--- config.mk ---
export PLATFORM = sky130hd
export DESIGN_NAME = hazard_scoreboard
export DESIGN_NICKNAME = d
export VERILOG_FILES = /design/src/rtl/hazard_pkg.sv /design/src/rtl/hazard_scoreboard_mc_busy_counter.sv /design/src/rtl/hazard_scoreboard.sv
export SDC_FILE = /design/constraint.sdc
export NUM_CORES = 1
export LEC_CHECK = 0
export CORE_ASPECT_RATIO = 1.1
export CORE_MARGIN = 2
export CORE_UTILIZATION = 25
export CTS_CLUSTER_SIZE = 12
export DETAILED_ROUTE_END_ITERATION = 10
export HOLD_SLACK_MARGIN = 0.15
export SLEW_MARGIN = 15
export SYNTH_ARGS = -nofsm -noshare
export SYNTH_HDL_FRONTEND = slang
export SYNTH_SLANG_ARGS = --single-unit
export TNS_END_PERCENT = 5
--- constraint.sdc ---
create_clock -name clk -period 3.5 [get_ports clk]
set_input_delay 0.525 -clock clk [delete_from_list [all_inputs] [get_ports clk]]
set_output_delay 0.525 -clock clk [all_outputs]
set_load 0.005 [all_outputs]
--- src/rtl/hazard_pkg.sv ---
// Shared types for the producer-side hazard scoreboard: register addresses,
// the per-stage write record and helpers used by the stall and pending logic.
package hazard_pkg;

  localparam int AW            = 3;
  localparam int NREG          = 1 << AW;
  localparam int MC_LAT_DFLT   = 4;

  typedef logic [AW-1:0]   reg_addr_t;
  typedef logic [NREG-1:0] reg_mask_t;

  typedef struct packed {
    reg_addr_t rd;
    logic      regwrite;
    logic      memread;
  } stage_entry_t;

  localparam stage_entry_t BUBBLE = '{rd: '0, regwrite: 1'b0, memread: 1'b0};

  function automatic logic src_hit(input logic uses, input reg_addr_t src, input reg_addr_t rd);
    return uses && (src == rd);
  endfunction

  // One-hot of the register a stage will write, empty for non-writers.
  function automatic reg_mask_t write_mask(input stage_entry_t e);
    reg_mask_t m;
    m = '0;
    if (e.regwrite) m[e.rd] = 1'b1;
    return m;
  endfunction

endpackage

--- src/rtl/hazard_scoreboard_mc_busy_counter.sv ---
// Occupancy timer for a multicycle EX op: loaded on entry, counts down to zero,
// busy while nonzero. Flush and reset both clear it synchronously.
module mc_busy_counter
  import hazard_pkg::*;
#(
  parameter int MC_LAT = MC_LAT_DFLT
) (
  input  logic clk,
  input  logic rst_n,
  input  logic flush,
  input  logic load,
  output logic mc_busy
);

  localparam int CW = $clog2(MC_LAT) + 1;
  localparam logic [CW-1:0] LOAD_VAL = CW'(MC_LAT - 1);

  logic [CW-1:0] cnt;

  // MC_LAT=1 loads zero, so the op never holds EX and acts like an ALU op.
  always_ff @(posedge clk) begin
    if (!rst_n) begin
      cnt <= '0;
    end else if (flush) begin
      cnt <= '0;
    end else if (cnt != '0) begin
      cnt <= cnt - 1'b1;
    end else if (load) begin
      cnt <= LOAD_VAL;
    end
  end

  assign mc_busy = (cnt != '0);

endmodule

--- src/rtl/hazard_scoreboard.sv ---
// Tracks destination/write-enable/load info through EX, MEM and WB, and raises
// stall for load-use hazards and while a multicycle op occupies EX.
module hazard_scoreboard #(
  parameter int AW     = 3,
  parameter int MC_LAT = 4
) (
  input  logic                 clk,
  input  logic                 rst_n,
  input  logic                 id_valid,
  input  logic [AW-1:0]        id_rs,
  input  logic [AW-1:0]        id_rt,
  input  logic                 id_uses_rs,
  input  logic                 id_uses_rt,
  input  logic [AW-1:0]        id_rd,
  input  logic                 id_regwrite,
  input  logic                 id_memread,
  input  logic                 id_multicycle,
  input  logic                 flush,
  output logic                 stall,
  output logic [AW-1:0]        ex_rd,
  output logic [AW-1:0]        mem_rd,
  output logic [AW-1:0]        wb_rd,
  output logic                 ex_regwrite,
  output logic                 mem_regwrite,
  output logic                 wb_regwrite,
  output logic                 mc_busy,
  output logic [(1<<AW)-1:0]   pending
);

  // Stage records are sized by the package; AW must stay equal to hazard_pkg::AW.
  import hazard_pkg::*;

  stage_entry_t ex_q, mem_q, wb_q;
  stage_entry_t id_entry, ex_d, mem_d;
  logic         load_use;
  logic         mc_load;

  always_comb begin
    id_entry = BUBBLE;
    if (id_valid) begin
      id_entry.rd       = id_rd;
      id_entry.regwrite = id_regwrite;
      id_entry.memread  = id_memread;
    end
  end

  always_comb begin
    load_use = ex_q.memread && ex_q.regwrite &&
               (src_hit(id_uses_rs, id_rs, ex_q.rd) || src_hit(id_uses_rt, id_rt, ex_q.rd));
    stall    = !flush && id_valid && (mc_busy || load_use);
  end

  always_comb begin
    ex_d = BUBBLE;
    if (flush) begin
      ex_d = BUBBLE;
    end else if (mc_busy) begin
      ex_d = ex_q;
    end else if (stall) begin
      ex_d = BUBBLE;
    end else begin
      ex_d = id_entry;
    end
  end

  // While EX is held the multicycle op must not also appear in MEM.
  always_comb begin
    mem_d = mc_busy ? BUBBLE : ex_q;
  end

  assign mc_load = !flush && !mc_busy && !stall && id_valid && id_multicycle && !id_memread;

  mc_busy_counter #(
    .MC_LAT (MC_LAT)
  ) u_mc_busy_counter (
    .clk     (clk),
    .rst_n   (rst_n),
    .flush   (flush),
    .load    (mc_load),
    .mc_busy (mc_busy)
  );

  always_ff @(posedge clk) begin
    if (!rst_n) begin
      ex_q  <= BUBBLE;
      mem_q <= BUBBLE;
      wb_q  <= BUBBLE;
    end else begin
      ex_q  <= ex_d;
      mem_q <= mem_d;
      wb_q  <= mem_q;
    end
  end

  always_comb begin
    ex_rd        = ex_q.rd;
    mem_rd       = mem_q.rd;
    wb_rd        = wb_q.rd;
    ex_regwrite  = ex_q.regwrite;
    mem_regwrite = mem_q.regwrite;
    wb_regwrite  = wb_q.regwrite;
    pending      = write_mask(ex_q) | write_mask(mem_q) | write_mask(wb_q);
  end

endmodule

# Yosys cells after proc, flatten, opt, wreduce, memory -nomap -nowiden
# Index checks and enable logic that the tools add are counted.
[op_classes] order_cmp=6 eq_ne=2 bitwise_logic=3 mux=13 n_addsub=1 reduce_logical=24
[op_table] op="$mux W8" count=3
[op_table] op="$or A8 B8 Y8" count=2
[op_table] op="$logic_and A1 B1 Y1" count=14
[op_table] op="$lt A3 B4 Y1 const B" count=3
[op_table] op="$mux W5" count=2
[op_table] op="$demux W1 S3" count=3
[op_table] op="$ge A3 B1 Y1 const B" count=3
[op_table] op="$eq A3 B3 Y1" count=2
[op_table] op="$mux W3" count=2
[op_table] op="$logic_not A1 Y1" count=4
[op_table] op="$reduce_or A2 Y1" count=2
[op_table] op="$mux W1" count=3
[op_table] op="$reduce_bool A3 Y1" count=1
[op_table] op="$sub A3 B1 Y3 const B" count=1
[op_table] op="$logic_or A1 B1 Y1" count=2
[op_table] op="$reduce_bool A2 Y1" count=1
[op_table] op="$not A1 Y1" count=1
[word_totals] reg_bits=16 elab_cells=57 out_inout_bits=22

# Longest topological paths before layout
# Gate-level depths: netlist (run 1).
[logic_depth] word_depth=13 ltp_mapped=7 ltp_nobuf=7

# Cells and area by module
# A second synthesis (run 1) with hierarchy kept.
[hier_totals] cells_unflattened=117 area_unflattened_um2=1009.7
[by_module_without_submodules] mod="hazard_scoreboard" seq_area_each_um2=260.2 cells_each=98 area_per_inst_um2=844.6 instances=1
[by_module_without_submodules] mod="mc_busy_counter" seq_area_each_um2=60.1 cells_each=19 area_per_inst_um2=165.2 instances=1

# Worst setup path after synthesis (run 1)
# Ideal clock, no wire load.
[synth_path] path_type="input -> output" from="in id_rt[1]" to="out stall" required_time_ns=2.975 arrival_time_ns=1.200 path_buffers=0 path_stages=4 slack_ns=1.775 cell_sequence="xnor2_1 nand4_1 a21o_2 a21boi_0"
[synth_via] elab_chain_cells=6
[synth_lines] item="from (decl)" line="hazard_scoreboard.sv:11" text="input logic [AW-1:0] id_rt,"
[synth_lines] item="$eq A3 B3 Y1" line="hazard_pkg.sv:21" text="return uses && (src == rd);"
[synth_lines] item="$logic_and A1 B1 Y1" line="hazard_pkg.sv:21"
[synth_lines] item="$logic_or A1 B1 Y1" line="hazard_scoreboard.sv:49" text="(src_hit(id_uses_rs, id_rs, ex_q.rd) || src_hit(id_uses_rt, id_rt, ex_q.rd));"
[synth_lines] item="$logic_and A1 B1 Y1" line="hazard_scoreboard.sv:48" text="load_use = ex_q.memread && ex_q.regwrite &&"
[synth_lines] item="$logic_or A1 B1 Y1" line="hazard_scoreboard.sv:50" text="stall = !flush && id_valid && (mc_busy || load_use);"
[synth_lines] item="$logic_and A1 B1 Y1" line="hazard_scoreboard.sv:50"
[synth_lines] item="to (decl)" line="hazard_scoreboard.sv:19" text="output logic stall,"
# No other way between the ends.

# Worst setup path after layout (run 1)
[layout_path] from="in id_rt[2]" to="out stall"
# The elaborated chain is that of the path after synthesis.

==> key figures, run 1 <==
Power and ir drop
  • Cell Int Power: 0.000331 W
  • Total chip power: 0.000427 W
  • Portion of total power attributed to combinational logic: 0.170
  • Switching power as a share of total power: 0.225
  • PD cells: 311 nW/um^2
  • Reported leakage power: roughly 0.48 nW
  • Power share of the sequential group: 0.460
  • VDD IR max: 0.177 mV
  • Switching power: around 0.000096 W
  • Clock share of power: 0.370

Drt
  • Number of iterations in the first detailed-routing pass: 4
  • DRC violation total after the first TritonRoute iteration: 72
  • Post-detailed-route via-to-cell ratio: 4.88
  • DRT Wirelength: 2.48 mm
  • Antenna violation net count after detailed routing: 0
  • Detailed-route wire length per cell: 13.2 um
  • DRC violations left: 0
  • Total number of vias: 918

Clock tree
  • Post-CTS clock slew at the launch and capture registers of the worst setup and hold paths: 0.06 ns
  • Setup bufs post-CTS: 0
  • Hold Buf Count CTS: 0
  • # clock sinks: 16
  • Clk root buf: clkbuf_8
  • Latest clock arrival within the worst-skew pair: 0.24 ns
  • H-Tree Depth: 1
  • Number of CTS-inserted buffers: 3
  • Clock tree from TritonCTS: built
  • Clock Path Buffers: 2
  • CTS-repair resized insts: 0

Logic synthesis
  • Gate Count Post-Synth: a little over 100
  • Synth warnings: 0
  • Area of the mapped netlist: 925 um^2
  • Nets in the synthesized netlist: 122
  • Register bit count reported by yosys: 16
  • Post-synthesis area per instance: 9.07 um^2
  • Distinct cells, synth: 33
  • Seq/Total Area, Yosys: 0.346

Critical path
  • Maximum fanout encountered on the critical timing path: 4
  • Slowest CP cell: clkdlybuf4s50_1
  • Crit path launch type: primary input
  • Setup crit end kind: output port
  • Crit path top cell by count: clkdlybuf4s50_1
  • Maximum single-stage delay on the critical path: around 0.53 ns
  • Worst setup path category: primary input to output port
  • WP buf/inv: 2
  • List of cells traversed by the critical path: clkdlybuf4s50_1, xnor2_1, nand4_1, a21o_2, a21boi_0, clkdlybuf4s50_1
  • Data required time at the worst endpoint: 2.97 ns
  • Worst setup slack for register-to-register paths: 1.56 ns
  • CP delay by family, top: buffers and inverters
  • Worst EP arrival: between 2 and 2.5 ns

Global routing
  • Initial antenna violation count: 0
  • Total routing usage reported by global routing: 0.129
  • Largest net degree at the start of global routing: 14
  • Residual overflow from global routing: 0
  • Via count of the first global-routing pass: 884
  • First-pass GRT wire length: 4.00 mm

Timing
  • Achievable Freq: 0.360 GHz
  • Worst setup skew after layout: 0.00362 ns
  • Sum of negative setup slack: 0 ns
  • Transition time at the pin with the least slew margin: 0.788 ns
  • Headroom to the max-slew limit: 0.474
  • Final Setup Violations: 0
  • Post-layout min period: 2.78 ns
  • Final count of hold timing violations: 0
  • Unrepaired setup endpoints after global routing: false
  • Final period utilization: 0.794
  • Max-slew violation total from the final report: 0

Outcome
  • Status: completed

Placement
  • # port buffers: 39
  • DPL Wire Length: 1.96 mm
  • Gpl congestion: slightly above 0.9

Hold path
  • Class of the tightest hold or removal check: flip-flop to flip-flop

Die
  • Die area: 4200 um^2
  • I/O pin cnt: 40
  • Total core area: 3600 um^2
  • Die height: 67.8 um
  • Die extent in x: 62.0 um
  • Initial core utilization: 0.257
  • Number of cell rows: 23

Cells and area
  • Relative area change from synthesis to final layout: 48.4%
  • Share of cells above drive strength 1: 0.0652
  • Final net count: between 150 and 200
  • Combined area of the multi-input logic cells: 526 um^2
  • Filler instances: about 390
  • Number of antenna cells inserted: 0
  • Register Area: 320 um^2

Flow run
  • Count of maximum capacitance violations: 0
## power by group through the flow
stage	clock network (W)	registers (W)	logic, W
3_5_place_dp	0	0.000201	0.0000733
2_1_floorplan	0	0.000197	0.0000398
4_1_cts	0.000162	0.000197	0.0000736
6_report	0.000158	0.000197	0.0000725
5_1_grt	0.000173	0.000198	0.0000803
3_3_place_gp	0	0.000200	0.0000712
## final timing paths
kind                                                            start                               endpoint  depth (start not counted)
worst max-delay path                                         id_rt[2]                                  stall                          6
worst min register to register                   ex_q[0]$_SDFFE_PP0P_                   ex_q[0]$_SDFFE_PP0P_                          1
worst max register to register  u_mc_busy_counter.cnt[0]$_SDFFE_PP0P_  u_mc_busy_counter.cnt[1]$_SDFFE_PP0P_                          7
worst min-delay path                             ex_q[0]$_SDFFE_PP0P_                   ex_q[0]$_SDFFE_PP0P_                          1
## synth_stat cells
library cell  number  share of area
and2_1             4          0.027
inv_1              5          0.020
nand4b_1           3          0.028
a32o_1             5          0.054
a21o_2             1         0.0095
buf_4              3          0.024
o21ai_0            1         0.0054
mux2i_1            1          0.011
nor3_1             1         0.0054
nor2b_1            6          0.041
clkbuf_1           1         0.0041
nand4_1            4          0.027
dfxtp_1           16           0.35
a21oi_1            2          0.011
nand3_1            9          0.049
buf_6              3          0.037
and3_1             3          0.020
a31o_2             1         0.0095
and3_4             1          0.012
nor2_1             6          0.024
a221o_1            1          0.011
and3b_2            1          0.011
nand3b_1           2          0.016
o311ai_0           4          0.038
a22o_1             1         0.0095
a21boi_0           1         0.0081
a211oi_1           3          0.024
and3b_1            1         0.0095
nand2_1            2         0.0081
xnor2_1            6          0.057
ha_1               2          0.027
and3_2             1         0.0081
nand2b_1           1         0.0068
## sequential cells by signal, indices dropped and copies added, names as in the netlist
signal                 cells
ex_regwrite                1
u_mc_busy_counter.cnt      3
ex_q                       1
ex_rd                      3
wb_regwrite                1
wb_rd                      3
mem_rd                     3
mem_regwrite               1
## placed cells by master, fill, tap and decap left out, drive strengths merged
cell type and instances:
ha 2, and2 4, nand2 2, nand3 9, and3 5, a211oi 3, nand2b 1, nor3 1
a21o 1, nand4 4, clkdlybuf4s50 39, a21boi 1, a32o 5, o311ai 4, dfxtp 16, nand3b 2
clkbuf 4, a21oi 2, a31o 1, nor2b 6, mux2i 1, a22o 1, xnor2 6, a221o 1
o21ai 1, nand4b 3, and3b 2, nor2 6, inv 5
## metal layers
metal	up-vias	track usage	routed length (um)
li1	445	-	-
met1	431	0.140	999
met2	38	0.233	1270
met3	4	0.0287	165
met5	-	0	0
met4	0	0.0505	39
## through the flow
stage	std cells	util	instance area (um^2)	hold WS [ns]	setup WS [ns]
2_1_floorplan	102	-	925	0.442	1.78
3_3_place_gp	184	0.366	1320	0.455	0.748
3_5_place_dp	184	0.366	1320	0.473	0.737
4_1_cts	188	0.382	1370	0.489	0.716
5_1_grt	188	0.382	1370	0.494	0.584
6_report	188	0.382	1370	0.486	0.722
## logic make-up after synthesis
| kind of cell | after synthesis | share of synthesized area |
|---|---|---|
| DFF | 16 | 0.346 |
| buffers and inverters | 12 | 0.0852 |
| muxes | 1 | 0.0108 |
| AOI/OAI and AO/OA | 20 | 0.180 |
| adders and majority gates | 2 | 0.0271 |
| and+or+nand+nor | 45 | 0.294 |
| xor gates and xnor gates | 6 | 0.0568 |
## area by class of cell
| cell class | instances | area share |
|---|---|---|
| multi-input cells | 74 | 0.383 |
| clock buffers | 4 | 0.0401 |
| flip-flops and latches | 16 | 0.233 |
| inverters | 5 | 0.0137 |
| repair buffers | 39 | 0.284 |
| well taps | 50 | 0.0456 |
Power figures use the tool's default switching activity.
==> inputs of run 2 (changes only) <==
clock period = 2.5 ns   (was 3.5 ns; I/O delays follow)
==> run 2 against run 1 <==
Compared with the run above: count of clock-buffer cells in the layout stayed put; register-to-register slack worse by 0.71 ns; utilization grew 1.0 points; sequential cell count stayed put; non-clock buffer count is 5 higher; global-route usage down 0.29 points; total power up 41%; critical endpoint unchanged.
==> key figures, run 2 (synthesis gave the netlist of run 1 again) <==
Cells and area
  • Final net count: between 150 and 200
  • Highest-count cells in the layout ignoring fill and taps: clkdlybuf4s50_1 (39), dfxtp_1 (16), nand3_1 (9)
  • Commonest non-fill, non-tap cell in the layout: clkdlybuf4s50_1
  • Share of cells above drive strength 1: 0.0979
  • Number of antenna cells inserted: 0
  • Relative area change from synthesis to final layout: 52.5%

Die
  • Die height: 67.8 um
  • I/O pin cnt: 40
  • Total core area: 3600 um^2
  • Initial core utilization: 0.257
  • Number of cell rows: 23
  • Die area: 4200 um^2
  • Die extent in x: 62.0 um

Global routing
  • Residual overflow from global routing: 0
  • Total routing usage reported by global routing: 0.126
  • Via count of the first global-routing pass: 906
  • First-pass GRT wire length: 3.96 mm
  • Initial antenna violation count: 0
  • Largest net degree at the start of global routing: 12

Timing
  • Achievable Freq: roughly 0.42 GHz
  • Worst setup skew after layout: 0.00125 ns
  • Sum of negative setup slack: 0 ns
  • Final count of hold timing violations: 0
  • Transition time at the pin with the least slew margin: 0.333 ns
  • Final Setup Violations: 0
  • Unrepaired setup endpoints after global routing: false
  • Post-layout min period: 2.39 ns
  • Final period utilization: 0.954
  • Headroom to the max-slew limit: 0.777
  • Max-slew violation total from the final report: 0
  • Setup slack after layout: 0.114 ns

Placement
  • DPL Wire Length: 1.96 mm
  • # port buffers: 39
  • Gpl congestion: 0.925
  • Pre-CTS setup slack: around 0.070 ns

Clock tree
  • Latest clock arrival within the worst-skew pair: 0.24 ns
  • Setup bufs post-CTS: 0
  • # clock sinks: 16
  • H-Tree Depth: 1
  • Clk root buf: clkbuf_8
  • Clock tree from TritonCTS: built
  • Post-CTS clock slew at the launch and capture registers of the worst setup and hold paths: 0.06 ns
  • Number of CTS-inserted buffers: 3
  • Clock Path Buffers: 2

Critical path
  • Data required time at the worst endpoint: approximately 2.1 ns
  • Maximum fanout encountered on the critical timing path: 2
  • Setup crit end kind: output port
  • Path depth of the worst reg2reg path: 6
  • Worst setup slack for register-to-register paths: between 0.8 and 0.9 ns
  • Critical register-to-register path startpoint: ex_rd[0]$_SDFFE_PP0P_
  • Crit path launch type: primary input
  • Worst setup path category: primary input to output port
  • Worst EP arrival: between 2 and 2.5 ns
  • End of the worst register-to-register path: ex_rd[2]$_SDFFE_PP0P_

Drt
  • Post-detailed-route via-to-cell ratio: roughly 5
  • DRT Wirelength: about 2.4 mm
  • Number of iterations in the first detailed-routing pass: 4
  • Detailed-route wire length per cell: 12.4 um
  • Antenna violation net count after detailed routing: 0
  • DRC violations left: 0
  • Total number of vias: around 940
  • DRC violation total after the first TritonRoute iteration: 58

Hold path
  • Hold path startpoint: u_mc_busy_counter.cnt[0]$_SDFFE_PP0P_
  • Class of the tightest hold or removal check: flip-flop to flip-flop
  • Worst hold stages: 1
  • Terminating pin of the worst hold path: u_mc_busy_counter.cnt[0]$_SDFFE_PP0P_

Outcome
  • Status: completed

Power and ir drop
  • VDD IR max: 0.206 mV
  • PD cells: roughly 430 nW/um^2
  • Reported leakage power: 0.510 nW

Flow run
  • Count of maximum capacitance violations: 0
run 2: changes by cell type in the layout (fill, tap and decap cells not counted), sizes merged:
cell	before	now
buf	0	5
run 2: metrics by stage:
step | cell area (um^2) | total power, W | util | hold WS (ns) | instances
finish | 1410 | 0.000603 | 0.392 | 0.479 | 193
global route | 1410 | 0.000637 | 0.392 | 0.497 | 193
CTS | 1410 | 0.000609 | 0.392 | 0.478 | 193
detailed placement | 1360 | 0.000389 | 0.377 | 0.466 | 189
global placement | 1360 | 0.000386 | 0.377 | 0.460 | 189
floorplan | 925 | 0.000331 | - | 0.442 | 102
run 2: worst max-delay path by stage:
stage	start	end	slack (ns)	cells after the start
6_report	id_rs[0]	stall	0.11	6
5_1_grt	id_rs[2]	stall	0.02	6
4_1_cts	id_rs[0]	stall	0.05	6
3_5_place_dp	id_rs[0]	stall	0.07	6
3_3_place_gp	id_rt[1]	stall	0.07	6
2_1_floorplan	ex_rd[1]$_SDFFE_PP0P_	stall	0.99	5
run 2: timing repair:
action	in CTS	in global routing
setup endpoints to repair	0	1
hold buffers	0	0
resized for setup	0	1
run 2: final cells by class:
| cell class | count | area (um^2) |
|---|---|---|
| timing repair buffer | 44 | 428 |
| fill | 356 | 2190 |
| sequential | 16 | 320 |
| tap | 50 | 62.6 |
| clock buffer | 4 | 55.1 |
| multi-input combinational | 74 | 526 |
| inverter | 5 | 18.8 |
run 2: worst max-delay path, stage by stage:
cell,delay (ns)
clkdlybuf4s50_1,0.47
xnor2_1,0.12
nand4_1,0.15
a21o_2,0.23
a21boi_1,0.15
clkdlybuf4s50_1,0.52
run 2: layer usage:
layer  routed length, um  track usage  up-vias  share of wire
met3                 179       0.0249        4          0.075
met4                  22       0.0559        0         0.0092
met1                1010        0.145      444           0.42
li1                    -            -      458              -
met2                1180        0.217       37           0.49
met5                   0            0        -              0
run 2: report_power, final:
part           total [W]  switching [W]  internal (W)
logic           0.000110      0.0000435     0.0000667
registers       0.000272     0.00000941      0.000263
clock network   0.000220      0.0000809      0.000139
total           0.000603       0.000134      0.000469
==> inputs of run 3 (changes only) <==
CORE_MARGIN = 5   (was 2)
==> run 3 against run 2 <==
Compared with the run above: non-clock buffer count stayed put; clock power hardly changed; sequential power hardly changed; highest routed layer unchanged; clock skew is 0.0020 ns higher; hold slack worse by 0.0047 ns; final area is 0.18% higher; combinational power hardly changed; sequential share of layout area hardly changed.
==> key figures, run 3 (synthesis gave the netlist of run 1 again) <==
Cells and area
  • Number of antenna cells inserted: 0
  • Share of cells above drive strength 1: 0.0979
  • Commonest non-fill, non-tap cell in the layout: clkdlybuf4s50_1
  • Final Non-Filler Cells: about 190
  • Post-route cell area: approximately 1400 um^2
  • Final net count: 164
  • Highest-count cells in the layout ignoring fill and taps: clkdlybuf4s50_1 (38), dfxtp_1 (16), nand3_1 (9)
  • End-of-flow core utilization: 0.393
  • Relative area change from synthesis to final layout: 52.8%
  • Filler instances: around 360

Global routing
  • Largest net degree at the start of global routing: 12
  • Total routing usage reported by global routing: 0.104
  • Initial antenna violation count: 0
  • First-pass GRT wire length: 4.02 mm
  • Residual overflow from global routing: 0
  • Via count of the first global-routing pass: 880

Power and ir drop
  • PD cells: approximately 430 nW/um^2
  • Total chip power: 0.000606 W
  • VDD IR max: 0.246 mV
  • Reported leakage power: 0.528 nW

Placement
  • Gpl congestion: 0.828
  • DPL Wire Length: approximately 2.1 mm
  • Number of cells in the design after placement: roughly 190
  • # port buffers: 39
  • Total placed instance area: 1360 um^2

Die
  • Die extent in x: 68.0 um
  • Die area: 5020 um^2
  • Die height: 73.8 um
  • Number of cell rows: 23
  • Total core area: 3600 um^2
  • Initial core utilization: 0.257
  • I/O pin cnt: 40

Timing
  • Final period utilization: 0.896
  • Unrepaired setup endpoints after global routing: false
  • Sum of negative setup slack: 0 ns
  • Post-layout min period: 2.24 ns
  • Final Setup Violations: 0
  • Transition time at the pin with the least slew margin: 0.355 ns
  • Headroom to the max-slew limit: 0.760
  • Achievable Freq: 0.446 GHz
  • Worst setup skew after layout: 0.00323 ns
  • Max-slew violation total from the final report: 0
  • Final count of hold timing violations: 0

Drt
  • DRT Wirelength: 2.49 mm
  • Detailed-route wire length per cell: 12.9 um
  • Antenna violation net count after detailed routing: 0
  • DRC violation total after the first TritonRoute iteration: 126
  • Total number of vias: 925
  • DRC violations left: 0
  • Number of iterations in the first detailed-routing pass: 4
  • Post-detailed-route via-to-cell ratio: around 4.8

Clock tree
  • # clock sinks: 16
  • Latest clock arrival within the worst-skew pair: 0.24 ns
  • Post-CTS clock slew at the launch and capture registers of the worst setup and hold paths: 0.06 ns
  • Setup bufs post-CTS: 0
  • Clock tree from TritonCTS: built
  • Clk root buf: clkbuf_8
  • CTS-repair resized insts: 0
  • Hold Buf Count CTS: 0
  • H-Tree Depth: 1
  • Number of CTS-inserted buffers: 3
  • Clock Path Buffers: 2

Hold path
  • Class of the tightest hold or removal check: flip-flop to flip-flop

Critical path
  • Worst setup path category: flip-flop to output port
  • Data required time at the worst endpoint: 2.12 ns
  • End of the worst register-to-register path: ex_rd[2]$_SDFFE_PP0P_
  • Crit path launch type: flip-flop
  • Capturing element of the worst setup path: pending[4]
  • Maximum fanout encountered on the critical timing path: 9
  • Path depth of the worst reg2reg path: 6
  • Critical register-to-register path startpoint: ex_rd[0]$_SDFFE_PP0P_
  • Worst setup slack for register-to-register paths: 0.85 ns
  • Worst setup path startpoint: ex_regwrite$_SDFFE_PP0P_
  • Setup crit end kind: output port
  • Worst EP arrival: 1.87 ns

Outcome
  • Status: completed

Flow run
  • Count of maximum capacitance violations: 0
[run 3: changes by cell type in the layout (fill, tap and decap cells not counted)]
cell	previous run	this run
a21boi_0	0	1
a21boi_1	1	0
clkdlybuf4s50_1	39	38
dlymetal6s2s_1	0	1
[run 3: cell type report]
cell class | instances | area [um^2] | share of cell area
Multi-Input combinational cell | 74 | 526 | 0.372
Timing Repair Buffer | 44 | 430 | 0.305
Sequential cell | 16 | 320 | 0.227
Tap cell | 50 | 62.6 | 0.0443
Clock buffer | 4 | 55.1 | 0.0390
Inverter | 5 | 18.8 | 0.0133
[run 3: routing by layer]
layer	vias up	track usage	part of all wire
met5	-	0	0
met4	0	0.0331	0.0076
met3	2	0.0336	0.081
met2	32	0.177	0.50
met1	430	0.121	0.41
li1	461	-	-
[run 3: critical path, cell delays in order (launching register included)]
cell and delay, ns:
dfxtp_1 0.50, nor2b_1 0.29, and3b_2 0.22, a221o_1 0.10, clkdlybuf4s50_1 0.50
[run 3: worst min-delay path by stage]
stage / to / cells past startpoint / from
3_5_place_dp: ex_q[0]$_SDFFE_PP0P_ / 1 / ex_q[0]$_SDFFE_PP0P_
2_1_floorplan: u_mc_busy_counter.cnt[0]$_SDFFE_PP0P_ / 1 / u_mc_busy_counter.cnt[0]$_SDFFE_PP0P_
3_3_place_gp: ex_q[0]$_SDFFE_PP0P_ / 1 / ex_q[0]$_SDFFE_PP0P_
4_1_cts: ex_q[0]$_SDFFE_PP0P_ / 1 / ex_q[0]$_SDFFE_PP0P_
5_1_grt: ex_q[0]$_SDFFE_PP0P_ / 1 / ex_q[0]$_SDFFE_PP0P_
6_report: ex_q[0]$_SDFFE_PP0P_ / 1 / ex_q[0]$_SDFFE_PP0P_
[run 3: power breakdown]
part	switching (W)	leakage [nW]	internal [W]	total, W
Sequential	0.00000974	0.130	0.000263	0.000273
Combinational	0.0000439	0.369	0.0000662	0.000110
Clock	0.0000834	0.0288	0.000139	0.000223
Total	0.000137	0.528	0.000469	0.000606
[run 3: per-stage QoR]
| stage | hold WS, ns | setup slack, ns |
|---|---|---|
| 2_1_floorplan | 0.442 | 0.990 |
| 3_3_place_gp | 0.457 | 0.0704 |
| 3_5_place_dp | 0.459 | 0.0733 |
| 4_1_cts | 0.476 | 0.0540 |
| 5_1_grt | 0.501 | 0.124 |
| 6_report | 0.474 | 0.259 |
